### src/rtl/mdu_sequencer_pkg.sv
// Shared definitions for the multiply/divide sequencer: FSM encoding, iteration count, reset value.
package mdu_sequencer_pkg;

    typedef enum logic [1:0] {
        StIdle,
        StMul,
        StDiv,
        StFixup
    } mdu_state_e;

    localparam int unsigned DIV_ITER   = 32;
    localparam logic [31:0] HILO_RESET = 32'h0;
    localparam int unsigned CNT_W      = 6;

    // Absolute value of a two's-complement word when sgn is set, identity otherwise.
    function automatic logic [31:0] mag(input logic [31:0] v, input logic sgn);
        return (sgn && v[31]) ? -v : v;
    endfunction

endpackage

### src/rtl/mdu_sequencer_if.sv
// Execute/Decode-side request bus and HI/LO result bus of the multiply/divide sequencer.
interface mdu_sequencer_if;

    logic        mult_en_e;
    logic        div_en_e;
    logic        unsigned_instr_e;
    logic        hi_write_e;
    logic        lo_write_e;
    logic [31:0] src_a_e;
    logic [31:0] src_b_e;
    logic        hilo_read_d;
    logic        flush_i;
    logic [31:0] hi_o;
    logic [31:0] lo_o;
    logic        busy_o;
    logic        stall_o;
    logic        div0_exc_o;

    modport master (
        output mult_en_e, div_en_e, unsigned_instr_e, hi_write_e, lo_write_e,
        output src_a_e, src_b_e, hilo_read_d, flush_i,
        input  hi_o, lo_o, busy_o, stall_o, div0_exc_o
    );

    modport slave (
        input  mult_en_e, div_en_e, unsigned_instr_e, hi_write_e, lo_write_e,
        input  src_a_e, src_b_e, hilo_read_d, flush_i,
        output hi_o, lo_o, busy_o, stall_o, div0_exc_o
    );

endinterface

### src/rtl/mdu_div_core.sv
// Unsigned restoring shift-subtract divider datapath; one quotient bit per step.
module mdu_div_core (
    input  logic        clk,
    input  logic        rst,
    input  logic        load,
    input  logic        step,
    input  logic [31:0] dividend,
    input  logic [31:0] divisor,
    output logic [31:0] quotient,
    output logic [31:0] remainder
);

    logic [31:0] rem_q;
    logic [31:0] quo_q;
    logic [31:0] dvs_q;
    logic [32:0] shifted;
    logic        ge;
    logic [31:0] rem_sub;

    always_comb begin
        shifted = {rem_q, quo_q[31]};
        ge      = shifted >= {1'b0, dvs_q};
        // When ge holds the true difference is below dvs_q, so 32 bits suffice.
        rem_sub = shifted[31:0] - dvs_q;
    end

    always_ff @(posedge clk or posedge rst) begin
        if (rst) begin
            rem_q <= 32'h0;
            quo_q <= 32'h0;
            dvs_q <= 32'h0;
        end else if (load) begin
            rem_q <= 32'h0;
            quo_q <= dividend;
            dvs_q <= divisor;
        end else if (step) begin
            if (ge) begin
                rem_q <= rem_sub;
                quo_q <= {quo_q[30:0], 1'b1};
            end else begin
                rem_q <= shifted[31:0];
                quo_q <= {quo_q[30:0], 1'b0};
            end
        end
    end

    assign quotient  = quo_q;
    assign remainder = rem_q;

endmodule

### src/rtl/mdu_sequencer.sv
// HI/LO multiply/divide sequencer with MTHI/MTLO and hazard stall.
// Optional divide-by-zero trap enabled by defining MDU_DIV0_TRAP_EN.
module mdu_sequencer
    import mdu_sequencer_pkg::*;
#(
    parameter int unsigned MULT_LATENCY = 4
) (
    input logic           clk,
    input logic           rst,
    mdu_sequencer_if.slave bus
);

    mdu_state_e       state_q;
    logic [CNT_W-1:0] cnt_q;
    logic [31:0]      hi_q, lo_q;
    logic [31:0]      op_a_q, op_b_q;
    logic             signed_q;
    logic             div0_exc_q;

    logic             busy;
    logic             div0_trap;
    logic             core_load;
    logic             core_step;
    logic             req_signed;
    logic [31:0]      mag_a, mag_b;
    logic [31:0]      quo, rem;
    logic             neg_q;
    logic [31:0]      div_hi, div_lo;
    logic [63:0]      mul_a, mul_b, product;

`ifdef MDU_DIV0_TRAP_EN
    assign div0_trap = (bus.src_b_e == 32'h0);
`else
    assign div0_trap = 1'b0;
`endif

    always_comb begin
        busy       = (state_q != StIdle);
        req_signed = !bus.unsigned_instr_e;
        mag_a      = mag(bus.src_a_e, req_signed);
        mag_b      = mag(bus.src_b_e, req_signed);
        core_load  = (state_q == StIdle) && bus.div_en_e && !bus.flush_i && !div0_trap;
        core_step  = (state_q == StDiv) && !bus.flush_i;

        // Low 64 bits of the product of sign- or zero-extended operands.
        mul_a   = {{32{signed_q & op_a_q[31]}}, op_a_q};
        mul_b   = {{32{signed_q & op_b_q[31]}}, op_b_q};
        product = mul_a * mul_b;

        // A zero divisor keeps the all-ones quotient regardless of dividend sign.
        neg_q  = signed_q && (op_a_q[31] ^ op_b_q[31]) && (op_b_q != 32'h0);
        div_lo = neg_q ? -quo : quo;
        div_hi = (signed_q && op_a_q[31]) ? -rem : rem;
    end

    mdu_div_core u_div_core (
        .clk       (clk),
        .rst       (rst),
        .load      (core_load),
        .step      (core_step),
        .dividend  (mag_a),
        .divisor   (mag_b),
        .quotient  (quo),
        .remainder (rem)
    );

    always_ff @(posedge clk or posedge rst) begin
        if (rst) begin
            state_q    <= StIdle;
            cnt_q      <= '0;
            hi_q       <= HILO_RESET;
            lo_q       <= HILO_RESET;
            op_a_q     <= 32'h0;
            op_b_q     <= 32'h0;
            signed_q   <= 1'b0;
            div0_exc_q <= 1'b0;
        end else begin
            div0_exc_q <= 1'b0;
            if (bus.flush_i) begin
                state_q <= StIdle;
                cnt_q   <= '0;
            end else begin
                unique case (state_q)
                    StIdle: begin
                        if (bus.div_en_e) begin
                            if (div0_trap) begin
                                div0_exc_q <= 1'b1;
                            end else begin
                                state_q  <= StDiv;
                                cnt_q    <= CNT_W'(DIV_ITER - 1);
                                op_a_q   <= bus.src_a_e;
                                op_b_q   <= bus.src_b_e;
                                signed_q <= req_signed;
                            end
                        end else if (bus.mult_en_e) begin
                            state_q  <= StMul;
                            cnt_q    <= CNT_W'(MULT_LATENCY - 1);
                            op_a_q   <= bus.src_a_e;
                            op_b_q   <= bus.src_b_e;
                            signed_q <= req_signed;
                        end else begin
                            if (bus.hi_write_e) hi_q <= bus.src_a_e;
                            if (bus.lo_write_e) lo_q <= bus.src_a_e;
                        end
                    end
                    StMul: begin
                        if (cnt_q == '0) begin
                            hi_q    <= product[63:32];
                            lo_q    <= product[31:0];
                            state_q <= StIdle;
                        end else begin
                            cnt_q <= cnt_q - CNT_W'(1);
                        end
                    end
                    StDiv: begin
                        if (cnt_q == '0) begin
                            state_q <= StFixup;
                        end else begin
                            cnt_q <= cnt_q - CNT_W'(1);
                        end
                    end
                    StFixup: begin
                        hi_q    <= div_hi;
                        lo_q    <= div_lo;
                        state_q <= StIdle;
                    end
                    default: state_q <= StIdle;
                endcase
            end
        end
    end

    assign bus.hi_o       = hi_q;
    assign bus.lo_o       = lo_q;
    assign bus.busy_o     = busy;
    assign bus.div0_exc_o = div0_exc_q;
    assign bus.stall_o    = busy && (bus.mult_en_e || bus.div_en_e || bus.hi_write_e ||
                                     bus.lo_write_e || bus.hilo_read_d);

endmodule

### src/flat_wrapper.sv
// flat-port wrapper written by rule: the top's interface ports become plain ports
module mdu_sequencer_flat import mdu_sequencer_pkg::*;
#(
    parameter int unsigned MULT_LATENCY = 4
)
  (clk, rst, bus_mult_en_e, bus_div_en_e, bus_unsigned_instr_e, bus_hi_write_e, bus_lo_write_e, bus_src_a_e, bus_src_b_e, bus_hilo_read_d, bus_flush_i, bus_hi_o, bus_lo_o, bus_busy_o, bus_stall_o, bus_div0_exc_o);
  mdu_sequencer_if bus_i ();
  input logic clk;
  input logic rst;
  input wire logic [$bits(bus_i.mult_en_e)-1:0] bus_mult_en_e;
  input wire logic [$bits(bus_i.div_en_e)-1:0] bus_div_en_e;
  input wire logic [$bits(bus_i.unsigned_instr_e)-1:0] bus_unsigned_instr_e;
  input wire logic [$bits(bus_i.hi_write_e)-1:0] bus_hi_write_e;
  input wire logic [$bits(bus_i.lo_write_e)-1:0] bus_lo_write_e;
  input wire logic [$bits(bus_i.src_a_e)-1:0] bus_src_a_e;
  input wire logic [$bits(bus_i.src_b_e)-1:0] bus_src_b_e;
  input wire logic [$bits(bus_i.hilo_read_d)-1:0] bus_hilo_read_d;
  input wire logic [$bits(bus_i.flush_i)-1:0] bus_flush_i;
  output wire logic [$bits(bus_i.hi_o)-1:0] bus_hi_o;
  output wire logic [$bits(bus_i.lo_o)-1:0] bus_lo_o;
  output wire logic [$bits(bus_i.busy_o)-1:0] bus_busy_o;
  output wire logic [$bits(bus_i.stall_o)-1:0] bus_stall_o;
  output wire logic [$bits(bus_i.div0_exc_o)-1:0] bus_div0_exc_o;
  assign bus_i.mult_en_e = bus_mult_en_e;
  assign bus_i.div_en_e = bus_div_en_e;
  assign bus_i.unsigned_instr_e = bus_unsigned_instr_e;
  assign bus_i.hi_write_e = bus_hi_write_e;
  assign bus_i.lo_write_e = bus_lo_write_e;
  assign bus_i.src_a_e = bus_src_a_e;
  assign bus_i.src_b_e = bus_src_b_e;
  assign bus_i.hilo_read_d = bus_hilo_read_d;
  assign bus_i.flush_i = bus_flush_i;
  assign bus_hi_o = bus_i.hi_o;
  assign bus_lo_o = bus_i.lo_o;
  assign bus_busy_o = bus_i.busy_o;
  assign bus_stall_o = bus_i.stall_o;
  assign bus_div0_exc_o = bus_i.div0_exc_o;
  mdu_sequencer #(.MULT_LATENCY(MULT_LATENCY)) u_core (.clk(clk), .rst(rst), .bus(bus_i));
endmodule
### config.mk
export PLATFORM = sky130hd
export DESIGN_NAME = mdu_sequencer_flat
export DESIGN_NICKNAME = d
export VERILOG_FILES = /design/src/rtl/mdu_sequencer_pkg.sv /design/src/rtl/mdu_sequencer_if.sv /design/src/rtl/mdu_div_core.sv /design/src/rtl/mdu_sequencer.sv /design/src/flat_wrapper.sv
export SDC_FILE = /design/constraint.sdc
export NUM_CORES = 2
export LEC_CHECK = 0
export CAP_MARGIN = 20
export CORE_MARGIN = 2
export CORE_UTILIZATION = 60
export CTS_CLUSTER_DIAMETER = 80
export DETAILED_ROUTE_END_ITERATION = 8
export GPL_ROUTABILITY_DRIVEN = 0
export PLACE_DENSITY = 0.83
export SYNTH_ARGS = -nofsm -noshare
export SYNTH_HDL_FRONTEND = slang
export SYNTH_HIERARCHICAL = 1
export SYNTH_SLANG_ARGS = --single-unit
### constraint.sdc
create_clock -name clk -period 9.6 [get_ports clk]
set_clock_uncertainty 0.1 [all_clocks]
set_input_delay 2.88 -clock clk [delete_from_list [all_inputs] [get_ports clk]]
set_output_delay 2.88 -clock clk [all_outputs]
set_load 0.01 [all_outputs]
==> impl_metrics.csv <==
group,metric,value,unit
finish,fin_cells,7008,
route,wl,158000,um
critical_path,rr_startpoint,"u_core/op_a_q[28]$_DFFE_PP0P_",
run,cap_violations,0,
placed_design,dpl_worst_slack,816,ps
critical_path,cp_top_family,"adder cells",
critical_path,crit_slowest_cell,"dfrtp_1",
clock_network,cts_buffers,28,
yosys,yosysWarnings,6,
yosys,ys_seq_elements,233,
critical_path,worstSetupStartpoint,"u_core/op_a_q[28]$_DFFE_PP0P_",
yosys,synth_ff_type,"dfrtp_1",
finish,fillCellCount,6858,
placed_design,place_inst,6946,
timing,finalHoldViolCount,0,
global_route,grt_max_degree,94,
finish,drive_gt1_frac,0.0452,
yosys,async_flop_share,1.00,
route,drtIter0Drc,4388,
clock_network,cts.htree.levels,1,
clock_network,postCtsResizedCells,0,
route,dr_total_vias,42900,
critical_path,critPathCaptureType,"flop",
floorplan,rows,109,
route,postRouteAntennaNets,0,
yosys,synthAdderAreaFrac,0.485,
floorplan,die-area,90800,um2
yosys,ys_types,90,
timing,whs,385,ps
outcome,outcome,"completed",
critical_path,cp.arrival,9370,ps
placed_design,port_buffers,138,
critical_path,crit_type,"flop to flop",
yosys,yosysTopAreaCellShare,0.425,
global_route,grt_first_pass_wirelength,250000,um
global_route,overflow,0,
global_route,grt_pass1_vias,46300,
worst_hold_path,min_from,"u_core/bus.hi_o[7]$_DFFE_PP0P_",
clock_network,clk_latency,590,ps
clock_network,hold_buffers,0,
floorplan,die_x,301,um
yosys,synthMuxAreaShare,0.0255,
yosys,synthSimpleGateAreaFrac,0.151,
route,vias_per_cell,6.13,
worst_hold_path,hold_path.class,"flop to flop",
yosys,synth_xor_area_frac,0.0360,
yosys,synth_top_family_by_area,"adder cells",
floorplan,start_util,0.603,
timing,setup_slack,613,ps
timing,min_period,8990,ps
yosys,syn_nets,7352,
floorplan,fp.dieH,301,um
clock_network,clock_sinks,233,
yosys,synth_edf_count,0,
floorplan,core,88000,um2
clock_network,cts_tree,"built",
critical_path,required,9980,ps
yosys,syn_area,53100,um2
global_route,grt_use_total,0.356,
clock_network,clock_path_buffers,3,
route,drt_pass1_iterations,9,
finish,nNetsFinal,7271,
critical_path,crit_buf_inv,6,
yosys,synth.avg_cell_area,9.00,um2
critical_path,critPathMaxFanout,21,
timing,fmax,111,MHz
route,wire_per_inst,22.5,um
clock_network,postCtsSetupRepairBufs,0,
critical_path,cp_common_cell,"fa_1",
critical_path,crit_path_max_incr_delay,1060,ps
critical_path,startpoint_type,"flop",
timing,rsz0062_at_grt,"false",
timing,finalSetupViolations,0,
timing,layout_worst_path_cycle_share,0.936,
clock_network,clk_pin_slew,60,ps
yosys,synth-compound-area-share,0.0826,
timing,slew_headroom,0.189,
timing,fin_setup_tns,0,ps
route,drc,0,
floorplan,io_pins,140,
timing,finalMaxSlewViolations,0,
clock_network,cts-root-buf,"clkbuf_16",
global_route,antenna_found_initial,9,
timing,worstMarginPinSlew,1220,ps
yosys,synth.yosys.seq_area_share,0.110,
yosys,yosys.area.top_type,"fa_1",
placed_design,hpwl,124000,um
finish,area_growth,6.35,%
yosys,synthCells,5897,
yosys,yosys-top-cells-area,"fa_1 42%, dfrtp_1 11%, inv_1 8.4%, nand2_1 6.5%, ha_1 6.0%",
cell families after synthesis:
family | Yosys count
AND/OR/NAND/NOR | 1711
flip-flops | 233
buffers and inverters | 1542
XOR/XNOR | 218
multiplexers | 127
adder cells (fa/ha/maj) | 1382
other | 1
AO/OA/AOI/OAI | 683
path summary, 6_finish.rpt:
kind	end	depth (start not counted)	slack, ps
setup / recovery	u_core/bus.hi_o[20]$_DFFE_PP0P_	25	610
min in group asynchronous	u_core/u_div_core/remainder[25]$_DFFE_PP0P_	2	2670
hold / removal	u_core/bus.hi_o[7]$_DFFE_PP0P_	2	390
max in group asynchronous	u_core/bus.hi_o[5]$_DFFE_PP0P_	4	4890
hold reg to reg	u_core/bus.hi_o[7]$_DFFE_PP0P_	2	390
setup reg to reg	u_core/bus.hi_o[20]$_DFFE_PP0P_	25	610
final cells by class:
type,count,area (um2),area share
inverters,1188,4470,0.0791
well taps,1165,1460,0.0258
clock inverters,16,174,0.00308
diodes,6,15.0,0.000266
clock buffers,35,778,0.0138
repair buffers,243,2290,0.0405
multi-input cells,4122,41400,0.734
flip-flops and latches,233,5830,0.103
cells in the mapped netlist, types with 6 or more instances:
library cell	number
nand4_1	20
nor3b_1	7
o211ai_1	17
inv_1	1187
o21a_1	12
xnor2_1	130
a41oi_1	7
o22ai_1	17
o41ai_1	14
buf_2	6
nor3_1	33
mux2i_1	62
xor2_1	88
o21ai_0	150
nor4_1	22
dfrtp_1	233
o21ai_1	60
fa_1	1126
or3_1	6
or4_1	13
nand2b_1	22
buf_1	10
ha_1	256
a221oi_1	37
clkbuf_1	331
a22o_1	14
a211oi_1	27
a21o_1	51
a31oi_1	19
a21oi_1	173
and4_1	10
nand2_1	918
and3_1	33
nor2_1	188
and2_1	360
nor2b_1	21
nand3_1	26
or2_2	10
o31ai_1	17
o21bai_1	15
mux2_2	65
state kept, by name, indices dropped and copies added, names as in the netlist:
| signal | flops |
|---|---|
| u_core/op_a_q | 32 |
| u_core/state_q | 2 |
| u_core/bus.lo_o | 32 |
| u_core/op_b_q | 32 |
| u_core/cnt_q | 6 |
| u_core/u_div_core/quotient | 32 |
| u_core/signed_q | 1 |
| u_core/bus.hi_o | 32 |
| u_core/u_div_core/remainder | 32 |
| u_core/u_div_core/dvs_q | 32 |
metrics by stage:
stage	utilization	area, um2
CTS	0.640	56300
floorplan	-	53100
global route	0.641	56400
finish	0.642	56400
global placement	0.629	55300
detailed placement	0.630	55400
tightest hold or removal path: cells and delay by family (launching register included):
kind / cells / cell delay (ps)
AOI/OAI and AO/OA: 1 / 60
DFF: 1 / 340
and+or+nand+nor: 1 / 50
cell usage in the layout, fill, tap and decap left out, types with 138 or more instances in the layout:
cell type	n
dfrtp_1	233
a21oi_1	173
nor2_1	187
inv_1	1185
clkdlybuf4s50_1	138
and2_1	360
nand2_1	918
o21ai_0	150
fa_1	1126
ha_1	254
layer usage:
| metal | vias to the layer above | global-route usage | wire (um) |
|---|---|---|---|
| met3 | 818 | 0.0910 | 18500 |
| met4 | 8 | 0.249 | 12700 |
| met1 | 21500 | 0.425 | 52900 |
| met2 | 2857 | 0.566 | 73400 |
| li1 | 17700 | - | - |
| met5 | - | 0 | 63 |
Power is not shown: default switching activity piles up to over one toggle a cycle in this logic, so the estimate is an artifact.
